### src/rtl/ball_serve_ctrl.sv
// Serve controller for a two-player ball game: requests a random serve velocity, launches the ball, scores goals, and holds between points.
// Build option: define AUTO_SERVE_EN to re-serve automatically when the post-goal hold expires.
module ball_serve_ctrl #(
  parameter int DELAY_FRAMES = 60,
  parameter int WIN_SCORE    = 5
) (
  input  logic              CLK,
  input  logic              RESETn,
  input  logic              start,
  input  logic              startOfFrame,
  input  logic              goal_left,
  input  logic              goal_right,
  input  logic signed [2:0] rnd_x,
  input  logic signed [2:0] rnd_y,
  output logic              rnd_rise,
  output logic signed [2:0] ball_xspeed,
  output logic signed [2:0] ball_yspeed,
  output logic              ball_load,
  output logic              ball_en,
  output logic [3:0]        score_left,
  output logic [3:0]        score_right,
  output logic              game_over
);

  typedef enum logic [2:0] {IDLE, REQ, SAMPLE, LAUNCH, PLAY, HOLD, OVER} state_t;
  typedef enum logic [1:0] {DIR_NONE, DIR_NEG, DIR_POS} dir_t;

  state_t            state_reg, state_next;
  dir_t              dir_reg, dir_next;
  logic [3:0]        score_left_reg, score_left_next;
  logic [3:0]        score_right_reg, score_right_next;
  logic [7:0]        hold_cnt_reg, hold_cnt_next;
  logic signed [2:0] xspeed_reg, xspeed_next;
  logic signed [2:0] yspeed_reg, yspeed_next;
  logic [3:0]        score_left_inc, score_right_inc;

  // Zero becomes magnitude 1, magnitude clamps to 3, then the sign is either
  // kept from the generator or forced by the side that conceded last.
  function automatic logic signed [2:0] fix_speed(input logic signed [2:0] v, input dir_t dir);
    logic [2:0] abs_v;
    logic [2:0] mag;
    logic       neg;
    abs_v = v[2] ? (~v + 3'd1) : v;
    if (abs_v == 3'd0)
      mag = 3'd1;
    else if (abs_v > 3'd3)
      mag = 3'd3;
    else
      mag = abs_v;
    case (dir)
      DIR_NEG: neg = 1'b1;
      DIR_POS: neg = 1'b0;
      default: neg = v[2];
    endcase
    return neg ? (~mag + 3'd1) : mag;
  endfunction

  always_ff @(posedge CLK or negedge RESETn) begin
    if (!RESETn) begin
      state_reg       <= IDLE;
      dir_reg         <= DIR_NONE;
      score_left_reg  <= '0;
      score_right_reg <= '0;
      hold_cnt_reg    <= '0;
      xspeed_reg      <= '0;
      yspeed_reg      <= '0;
    end else begin
      state_reg       <= state_next;
      dir_reg         <= dir_next;
      score_left_reg  <= score_left_next;
      score_right_reg <= score_right_next;
      hold_cnt_reg    <= hold_cnt_next;
      xspeed_reg      <= xspeed_next;
      yspeed_reg      <= yspeed_next;
    end
  end

  always_comb begin
    state_next       = state_reg;
    dir_next         = dir_reg;
    score_left_next  = score_left_reg;
    score_right_next = score_right_reg;
    hold_cnt_next    = hold_cnt_reg;
    xspeed_next      = xspeed_reg;
    yspeed_next      = yspeed_reg;
    score_left_inc   = score_left_reg + 4'd1;
    score_right_inc  = score_right_reg + 4'd1;
    case (state_reg)
      IDLE: begin
        if (start)
          state_next = REQ;
      end
      REQ: state_next = SAMPLE;
      SAMPLE: begin
        xspeed_next = fix_speed(rnd_x, dir_reg);
        yspeed_next = fix_speed(rnd_y, DIR_NONE);
        state_next  = LAUNCH;
      end
      LAUNCH: state_next = PLAY;
      PLAY: begin
        // A simultaneous goal pair counts only the left goal.
        if (goal_left) begin
          score_right_next = score_right_inc;
          dir_next         = DIR_NEG;
          hold_cnt_next    = '0;
          state_next       = (score_right_inc == 4'(WIN_SCORE)) ? OVER : HOLD;
        end else if (goal_right) begin
          score_left_next = score_left_inc;
          dir_next        = DIR_POS;
          hold_cnt_next   = '0;
          state_next      = (score_left_inc == 4'(WIN_SCORE)) ? OVER : HOLD;
        end
      end
      HOLD: begin
        if (startOfFrame) begin
          if (hold_cnt_reg == 8'(DELAY_FRAMES - 1)) begin
            hold_cnt_next = '0;
`ifdef AUTO_SERVE_EN
            state_next    = REQ;
`else
            state_next    = IDLE;
`endif
          end else begin
            hold_cnt_next = hold_cnt_reg + 8'd1;
          end
        end
      end
      OVER: begin
        if (start) begin
          score_left_next  = '0;
          score_right_next = '0;
          dir_next         = DIR_NONE;
          state_next       = IDLE;
        end
      end
      default: state_next = IDLE;
    endcase
  end

  // Outputs decode the registered state, so they drop together with the async reset.
  assign rnd_rise    = (state_reg == REQ);
  assign ball_load   = (state_reg == LAUNCH);
  assign ball_en     = (state_reg == LAUNCH) || (state_reg == PLAY);
  assign game_over   = (state_reg == OVER);
  assign ball_xspeed = xspeed_reg;
  assign ball_yspeed = yspeed_reg;
  assign score_left  = score_left_reg;
  assign score_right = score_right_reg;

endmodule
### config.mk
export PLATFORM = sky130hd
export DESIGN_NAME = ball_serve_ctrl
export DESIGN_NICKNAME = d
export VERILOG_FILES = /design/src/rtl/ball_serve_ctrl.sv
export SDC_FILE = /design/constraint.sdc
export NUM_CORES = 1
export LEC_CHECK = 0
export ABC_AREA = 1
export BUFFER_PORTS_ARGS = -buffer_cell sky130_fd_sc_hd__buf_2
export CAP_MARGIN = 20
export CORE_MARGIN = 4
export CORE_UTILIZATION = 60
export DETAILED_ROUTE_END_ITERATION = 16
export PLACE_DENSITY = 0.88
export SLEW_MARGIN = 20
export SYNTH_ARGS = -nofsm -noshare
export SYNTH_HDL_FRONTEND = slang
export SYNTH_SLANG_ARGS = --single-unit
### constraint.sdc
create_clock -name CLK -period 1.95 [get_ports CLK]
set_input_delay 0.2925 -clock CLK [delete_from_list [all_inputs] [get_ports CLK]]
set_output_delay 0.2925 -clock CLK [all_outputs]
set_load 0.05 [all_outputs]
---- Yosys cells after proc, flatten, opt, wreduce, memory -nomap -nowiden ----
Cells that the tools add are included.
storage, ports and cells
  memories ................................ 0
  input port bits ......................... 12
  flip-flop bits (word level) ............. 27
  logic and storage cells ................. 87
  ROM bits ................................ 0
  memory bits (writable) .................. 0
  bits in latches ......................... 0
cells by class
  multipliers ............................. 0
  reductions and logical operators ........ 11
  mux-type cells .......................... 37
  order comparisons ....................... 2
  shift operators ......................... 0
  add/sub/neg operators ................... 7
  bitwise operators ....................... 4
  divide/modulo/power cells ............... 0
  equality and inequality tests ........... 19
operator list
  cell                   number
  $mux W3                16
  $mux W8                4
  $pmux W3 S7            1
  $mux W4                4
  $pmux W4 S2            2
  $pmux W8 S2            1
  $ne A2 B2 Y1 const B   7
  $add A3 B1 Y3 const B  4
  $not A3 Y3             4
  $mux W2                5
  $eq A3 B3 Y1 const B   3
  $logic_not A3 Y1       3
  $reduce_and A3 Y1      3
  $add A4 B1 Y4 const B  2
  $add A8 B1 Y8 const B  1
  $eq A4 B3 Y1 const B   2
  $eq A8 B6 Y1 const B   1
  $eq A3 B2 Y1 const B   2
  $gt A3 B2 Y1 const B   2
  $reduce_and A5 Y1      1
  $pmux W2 S2            1
  $reduce_and A4 Y1      1
  $reduce_bool A2 Y1     2
  $eq A3 B1 Y1 const B   1
  6 further kinds        7

---- Depth between registers and ports, before layout ----
Gate-level depths: netlist (run 1).
  word-level depth ........................ 10
  depth in mapped cells ................... 11
  mapped depth without buffers ............ 11

---- Worst setup path before layout (run 1) ----
No wires, ideal clock.
  path type ............................... reg2out
  from .................................... register state_reg[2]
  to ...................................... output port ball_en
  cell stages (with the launch flop) ...... 4
  data required time ...................... 1657 ps
  data arrival time ....................... 1755 ps
  path slack .............................. -98 ps
  path through ............................ dfrtp_1 inv_1 nand2_1 o21ai_0
on the way
  cells in the longest elaborated chain, start to end .. 2
RTL lines
  what                                          line  text
  from (decl)                                   28    state_t state_reg, state_next;
  from (signal assigned)                        68    state_reg <= state_next;
  $eq A3 B2 Y1 or $eq A3 B3 Y1 (tied branches)  143   assign ball_en = (state_reg == LAUNCH) || (state_reg == PLAY);
  $logic_or A1 B1 Y1 (*)                        143
  to (decl)                                     19    output logic ball_en,
Every way passes the cells marked *; elsewhere a longest branch is shown, timed or not.

---- Worst setup path after layout (run 1) ----
  from .................................... register state_reg[1]
  to ...................................... output port ball_en
The elaborated chain is that of the path after synthesis.

==> results of run 1 <==
==> worst min path at each step <==
| stage | end |
|---|---|
| finish | state_reg[1] |
| detailed placement | hold_cnt_reg[0] |
| CTS | state_reg[1] |
| floorplan | ball_xspeed[0] |
| global route | state_reg[1] |
| global placement | hold_cnt_reg[0] |
==> metal layers <==
| layer | share of wire | up-vias | wire length, um |
|---|---|---|---|
| met1 | 0.47 | 726 | 1610 |
| li1 | - | 820 | - |
| met3 | 0.042 | 7 | 144 |
| met5 | 0 | - | 0 |
| met4 | 0.014 | 0 | 48 |
| met2 | 0.48 | 33 | 1640 |
==> cell type report <==
class                           count  area, um^2  share of cell area
Tap cell                           31        38.8              0.0194
Clock inverter                      1        5.00             0.00251
Multi-Input combinational cell    165         917               0.460
Inverter                           47         179              0.0897
Clock buffer                        3        22.5              0.0113
Timing Repair Buffer               30         158              0.0790
Sequential cell                    27         676               0.339
==> cell usage in the layout (no fill, tap or decap), drive strengths merged <==
master	netlist	final
nand4	3	3
clkbuf	0	4
clkinv	0	1
xnor2	1	1
dlygate4sd3	0	1
o211ai	1	1
dfrtp	27	27
nand2	77	77
buf	2	28
ha	12	12
xor2	2	2
nor3	3	3
o31ai	3	3
nand3	16	16
inv	47	47
o21ai	20	20
nor2	21	21
o22ai	2	2
a21oi	4	4
==> timing repair <==
item                                    4_1_cts  5_1_grt
hold buffers                                  1        0
hold endpoints to repair                     27        0
gates resized for setup                       0        1
endpoints found under the setup margin        0        1
==> critical path, stage by stage (launching register included) <==
cell and delay (ps):
dfrtp_1 510, nor2_1 160, nand2_1 100, o21ai_1 130
clkbuf_4 260
==> Yosys cell counts <==
cell	instances	share of area
nor2_4	4	0.025
nand3_2	1	0.0056
nor3_1	3	0.0084
buf_2	1	0.0028
nand4_1	3	0.011
o21ai_2	3	0.015
xnor2_1	1	0.0049
nand2_4	2	0.013
ha_1	12	0.084
inv_4	1	0.0035
o21ai_0	10	0.028
xor2_1	2	0.0098
buf_4	1	0.0042
o22ai_1	2	0.0070
nor2_1	13	0.027
o211ai_1	1	0.0042
a21oi_1	3	0.0084
inv_1	40	0.084
nand2_2	3	0.011
dfrtp_1	27	0.38
nor2_2	3	0.011
o21ai_1	7	0.020
o31ai_1	3	0.013
nand3_1	15	0.042
inv_2	6	0.013
nand2_1	72	0.15
a21oi_2	1	0.0049
nor2_8	1	0.011
==> power by group through the flow <==
stage                     Clock [W]  Sequential, W  Combinational [W]
after floorplan                   0        0.00136           0.000874
after global placement            0       0.000971            0.00157
final                      0.000241       0.000971            0.00161
after detailed placement          0       0.000978            0.00161
after CTS                  0.000249       0.000969            0.00162
after global routing       0.000276        0.00101            0.00179
==> logic make-up after synthesis <==
kind of cell | share of synthesized area
xor gates and xnor gates | 0.0147
AOI/OAI and AO/OA | 0.0996
DFF | 0.379
and+or+nand+nor | 0.316
adders and majority gates | 0.0841
buffers and inverters | 0.107
==> per-stage QoR <==
| step | power (W) | hold slack (ps) | std cells | util |
|---|---|---|---|---|
| floorplan | 0.00224 | -3.09 | 241 | - |
| global placement | 0.00254 | 340 | 299 | 0.697 |
| detailed placement | 0.00259 | 336 | 299 | 0.697 |
| CTS | 0.00284 | 241 | 304 | 0.711 |
| global route | 0.00308 | 265 | 304 | 0.711 |
| finish | 0.00282 | 257 | 304 | 0.711 |
==> run_results.csv, run 1 <==
group,metric,value,unit
clocking,clock_path_buffers,2,
floorplan,dieWidth,62.5,um
min_path,hold_start,"start",
clocking,cts_tree,"built",
clocking,cts.sinks,27,
global_routing,grt_usage,0.188,
global_routing,globalRouteOverflowTotal,0,
sta,worst_pin_slew,609,ps
sta,slew_headroom,0.594,
route,drtIter0Drc,55,
sta,setup_viol,0,
sta,finClkSkew,6.60,ps
yosys,syn_area,0.00178,mm^2
critical_path,cp-endpoint,"ball_en",
critical_path,r2r_cells,9,
critical_path,reg2reg_slack,410,ps
power_and_ir_drop,netSwitchingFraction,0.552,
sta,drv_slew,0,
min_path,worstHoldPathCells,4,
placement,hpwlAfterDp,2.70,mm
clocking,cts_setup_buffers,0,
floorplan,boundaryPins,30,
sta,clock.fmax,0.561,GHz
yosys,synth_nets,265,
route,post_drt_via_cell_ratio,5.22,
sta,finalCritPeriodShare,0.913,
power_and_ir_drop,intPower,0.00127,W
power_and_ir_drop,p_switching,0.00156,W
floorplan,start_util,0.636,
critical_path,start_kind,"register",
global_routing,grt_pass1_wl,6.09,mm
power_and_ir_drop,max-vdd-ir-drop,1010,uV
critical_path,arrival,1490,ps
power_and_ir_drop,combPwrFrac,0.570,
yosys,synth-seq-cells,27,
sta,finalHoldViolCount,0,
placement,gp_congestion,0.879,
placement,place_area,0.00196,mm^2
yosys,synth.distinct_cells,28,
global_routing,grt_use_met3,0.0306,
critical_path,cp-startpoint,"state_reg[1]",
finish,num_antenna_cells,0,
route,wl,3.45,mm
power_and_ir_drop,power_frac_seq,0.344,
sta,rsz0062_at_grt,"no",
finish,drive_above_1_share,0.212,
finish,largest_register_ffs,8,
clocking,cts-root-buf,"clkbuf_4",
sta,fin_crit,1780,ps
global_routing,met2_usage,0.310,
global_routing,busiest_layer,"met2",
clocking,clkTransAtPathRegs,150,ps
sta,setup_tns,0,ps
route,vias,1586,
min_path,min_path_type,"input pin to register",
global_routing,grt_pass1_vias,1447,
route,dr.pass1.iters,5,
power_and_ir_drop,powerDensity,1410,mW/mm^2
floorplan,rows,19,
critical_path,r2r-end,"state_reg[2]",
global_routing,grt_max_degree,28,
clocking,ctsHtreeMaxLevel,1,
floorplan,fp.dieH,62.5,um
yosys,synth-seq-area-share,0.379,
run_status,status,"completed",
route,avgRoutedWirePerCell,11.3,um
critical_path,crit_fanout,8,
sta,setup_slack,169,ps
finish,nFillCells,246,
finish,fin_nets,298,
route,drc,0,
power_and_ir_drop,p_leak,1.12,nW
route,ant_nets,0,
placement,io_buffers,29,
power_and_ir_drop,clkPwrFrac,0.085,
critical_path,endpoint_kind,"output port",
floorplan,dieArea,0.00391,mm^2
finish,area_growth_syn_to_layout,11.9,%
yosys,netlist_instances,241,
finish,fin_area,0.00200,mm^2
critical_path,criticalPathCategory,"register to output port",
clocking,worstSkewPairLatency,320,ps
global_routing,antenna_found_initial,0,
critical_path,cp.required,1660,ps
clocking,cts_buffers,3,
critical_path,r2r_start,"hold_cnt_reg[0]",
placement,dpl_worst_slack,207,ps
yosys,ys_warn_count,0,
global_routing,met1_usage,0.247,
yosys,synth_area_per_cell,7.40,um^2
floorplan,core,0.00281,mm^2
flow_run,maxCapViolCount,0,
No activity file was read; power rests on OpenSTA's default activity.
==> run 2: changes to the inputs <==
--- a/config.mk
+++ b/config.mk
@@ -11,7 +11,7 @@
 export CORE_MARGIN = 4
 export CORE_UTILIZATION = 60
 export DETAILED_ROUTE_END_ITERATION = 16
-export PLACE_DENSITY = 0.88
+export PLACE_DENSITY = 0.84
 export SLEW_MARGIN = 20
 export SYNTH_ARGS = -nofsm -noshare
 export SYNTH_HDL_FRONTEND = slang
==> run 2 against run 1 <==
Against the previous run: setup slack worse by 6.3 ps; final cell count unchanged; critical endpoint unchanged; sequential cell count stayed put; largest cell class unchanged; clock-buffer cell count is 1 higher.
==> run_results.csv, run 2 (synthesized netlist as in run 1, its figures left out) <==
group,metric,value,unit
run_status,status,"completed",
clocking,ctsHtreeMaxLevel,1,
min_path,min_path_type,"input pin to register",
clocking,cts-root-buf,"clkbuf_4",
finish,area_growth_syn_to_layout,11.6,%
sta,slew_headroom,0.593,
floorplan,rows,19,
min_path,whs_endpoint,"state_reg[1]",
clocking,cts.sinks,27,
critical_path,endpoint_kind,"output port",
sta,setup_viol,0,
floorplan,fp.dieH,62.5,um
clocking,cts_hold_buffers,1,
floorplan,dieArea,0.00391,mm^2
flow_run,maxCapViolCount,0,
finish,fin_nets,298,
route,wl,3.43,mm
sta,finalHoldViolCount,0,
global_routing,met2_usage,0.321,
route,dr.pass1.iters,4,
placement,hpwlAfterDp,2.68,mm
finish,final_common_cell,"nand2_1",
global_routing,met1_usage,0.257,
critical_path,cp-startpoint,"state_reg[1]",
route,drtIter0Drc,80,
global_routing,grt_use_met3,0.0288,
critical_path,r2r-end,"state_reg[2]",
global_routing,grt_pass1_wl,6.20,mm
critical_path,criticalPathCategory,"register to output port",
floorplan,dieWidth,62.5,um
min_path,hold_start,"start",
power_and_ir_drop,max-vdd-ir-drop,920,uV
floorplan,start_util,0.636,
finish,final_core_util,0.710,
power_and_ir_drop,total_power,0.00281,W
sta,setup_tns,0,ps
route,vias,1569,
global_routing,grt_usage,0.190,
route,drc,0,
floorplan,core,0.00281,mm^2
finish,final_cell_mix,"nand2_1 (72), inv_1 (40), buf_2 (29)",
sta,clock.fmax,0.559,GHz
power_and_ir_drop,powerDensity,1410,mW/mm^2
clocking,cts_buffers,3,
placement,io_buffers,29,
clocking,worstSkewPairLatency,320,ps
critical_path,r2r_cells,9,
sta,rsz0062_at_grt,"no",
critical_path,cpMaxStageDelayCell,"dfrtp_1",
sta,finClkSkew,3.49,ps
placement,place_area,0.00196,mm^2
critical_path,cp.required,1660,ps
critical_path,start_kind,"register",
global_routing,grt_pass1_vias,1462,
route,post_drt_via_cell_ratio,5.16,
critical_path,reg2reg_slack,350,ps
finish,multi_input_area,917,um^2
min_path,worstHoldPathCells,4,
placement,gp_congestion,0.839,
sta,fin_crit,1790,ps
placement,dpl_worst_slack,170,ps
finish,fin_area,0.00199,mm^2
clocking,clock_path_buffers,2,
finish,num_antenna_cells,0,
sta,worst_pin_slew,610,ps
critical_path,crit_fanout,8,
global_routing,antenna_found_initial,0,
clocking,cts_tree,"built",
route,avgRoutedWirePerCell,11.3,um
clocking,cts.repair.resized,0,
clocking,cts_setup_buffers,0,
sta,finalCritPeriodShare,0.917,
critical_path,crit_chain,"nor2_1 > nand2_1 > o21ai_1 > buf_2",
finish,nFillCells,259,
power_and_ir_drop,p_leak,1.12,nW
critical_path,r2r_start,"hold_cnt_reg[0]",
critical_path,slowest_delay,510,ps
global_routing,busiest_layer,"met2",
finish,ff_latch_area,676,um^2
critical_path,arrival,1490,ps
route,ant_nets,0,
global_routing,grt_max_degree,28,
sta,drv_slew,0,
clocking,clkTransAtPathRegs,140,ps
floorplan,boundaryPins,30,
sta,setup_slack,163,ps
finish,drive_above_1_share,0.209,
finish,largest_register_ffs,8,
global_routing,globalRouteOverflowTotal,0,
-- run 2: worst max path at each step --
| stage | end | slack, ps | cells past startpoint |
|---|---|---|---|
| 5_1_grt | ball_en | 4 | 4 |
| 4_1_cts | ball_en | 150 | 4 |
| 3_3_place_gp | ball_xspeed[1] | 250 | 11 |
| 3_5_place_dp | ball_xspeed[1] | 170 | 11 |
| 2_1_floorplan | ball_en | 300 | 3 |
| 6_report | ball_en | 160 | 4 |
-- run 2: metal layers --
layer / share of wire / wire (um)
met4: 0.0090 / 31
met1: 0.50 / 1700
met5: 0 / 0
met3: 0.036 / 123
met2: 0.46 / 1570
-- run 2: cell type report --
cell class,count,area share
tap,31,0.0195
sequential,27,0.339
multi-input combinational,165,0.460
timing repair buffer,30,0.0779
inverter,47,0.0898
clock buffer,4,0.0132
-- run 2: through the flow --
stage / hold WS (ps) / cells
floorplan: -3.09 / 241
global placement: 337 / 299
detailed placement: 338 / 299
CTS: 247 / 304
global route: 255 / 304
finish: 254 / 304
-- run 2: critical path, delay by kind of cell (launching register included) --
family | cells | cell delay, ps
flip-flops | 1 | 510
AND/OR/NAND/NOR | 2 | 260
buffers and inverters | 1 | 290
AO/OA/AOI/OAI | 1 | 120
-- run 2: where the power goes --
group	leakage (nW)	switching, W	total (W)	internal, W
clock	0.0150	0.000161	0.000241	0.0000800
sequential	0.348	0.000214	0.000968	0.000754
combinational	0.759	0.00117	0.00160	0.000430
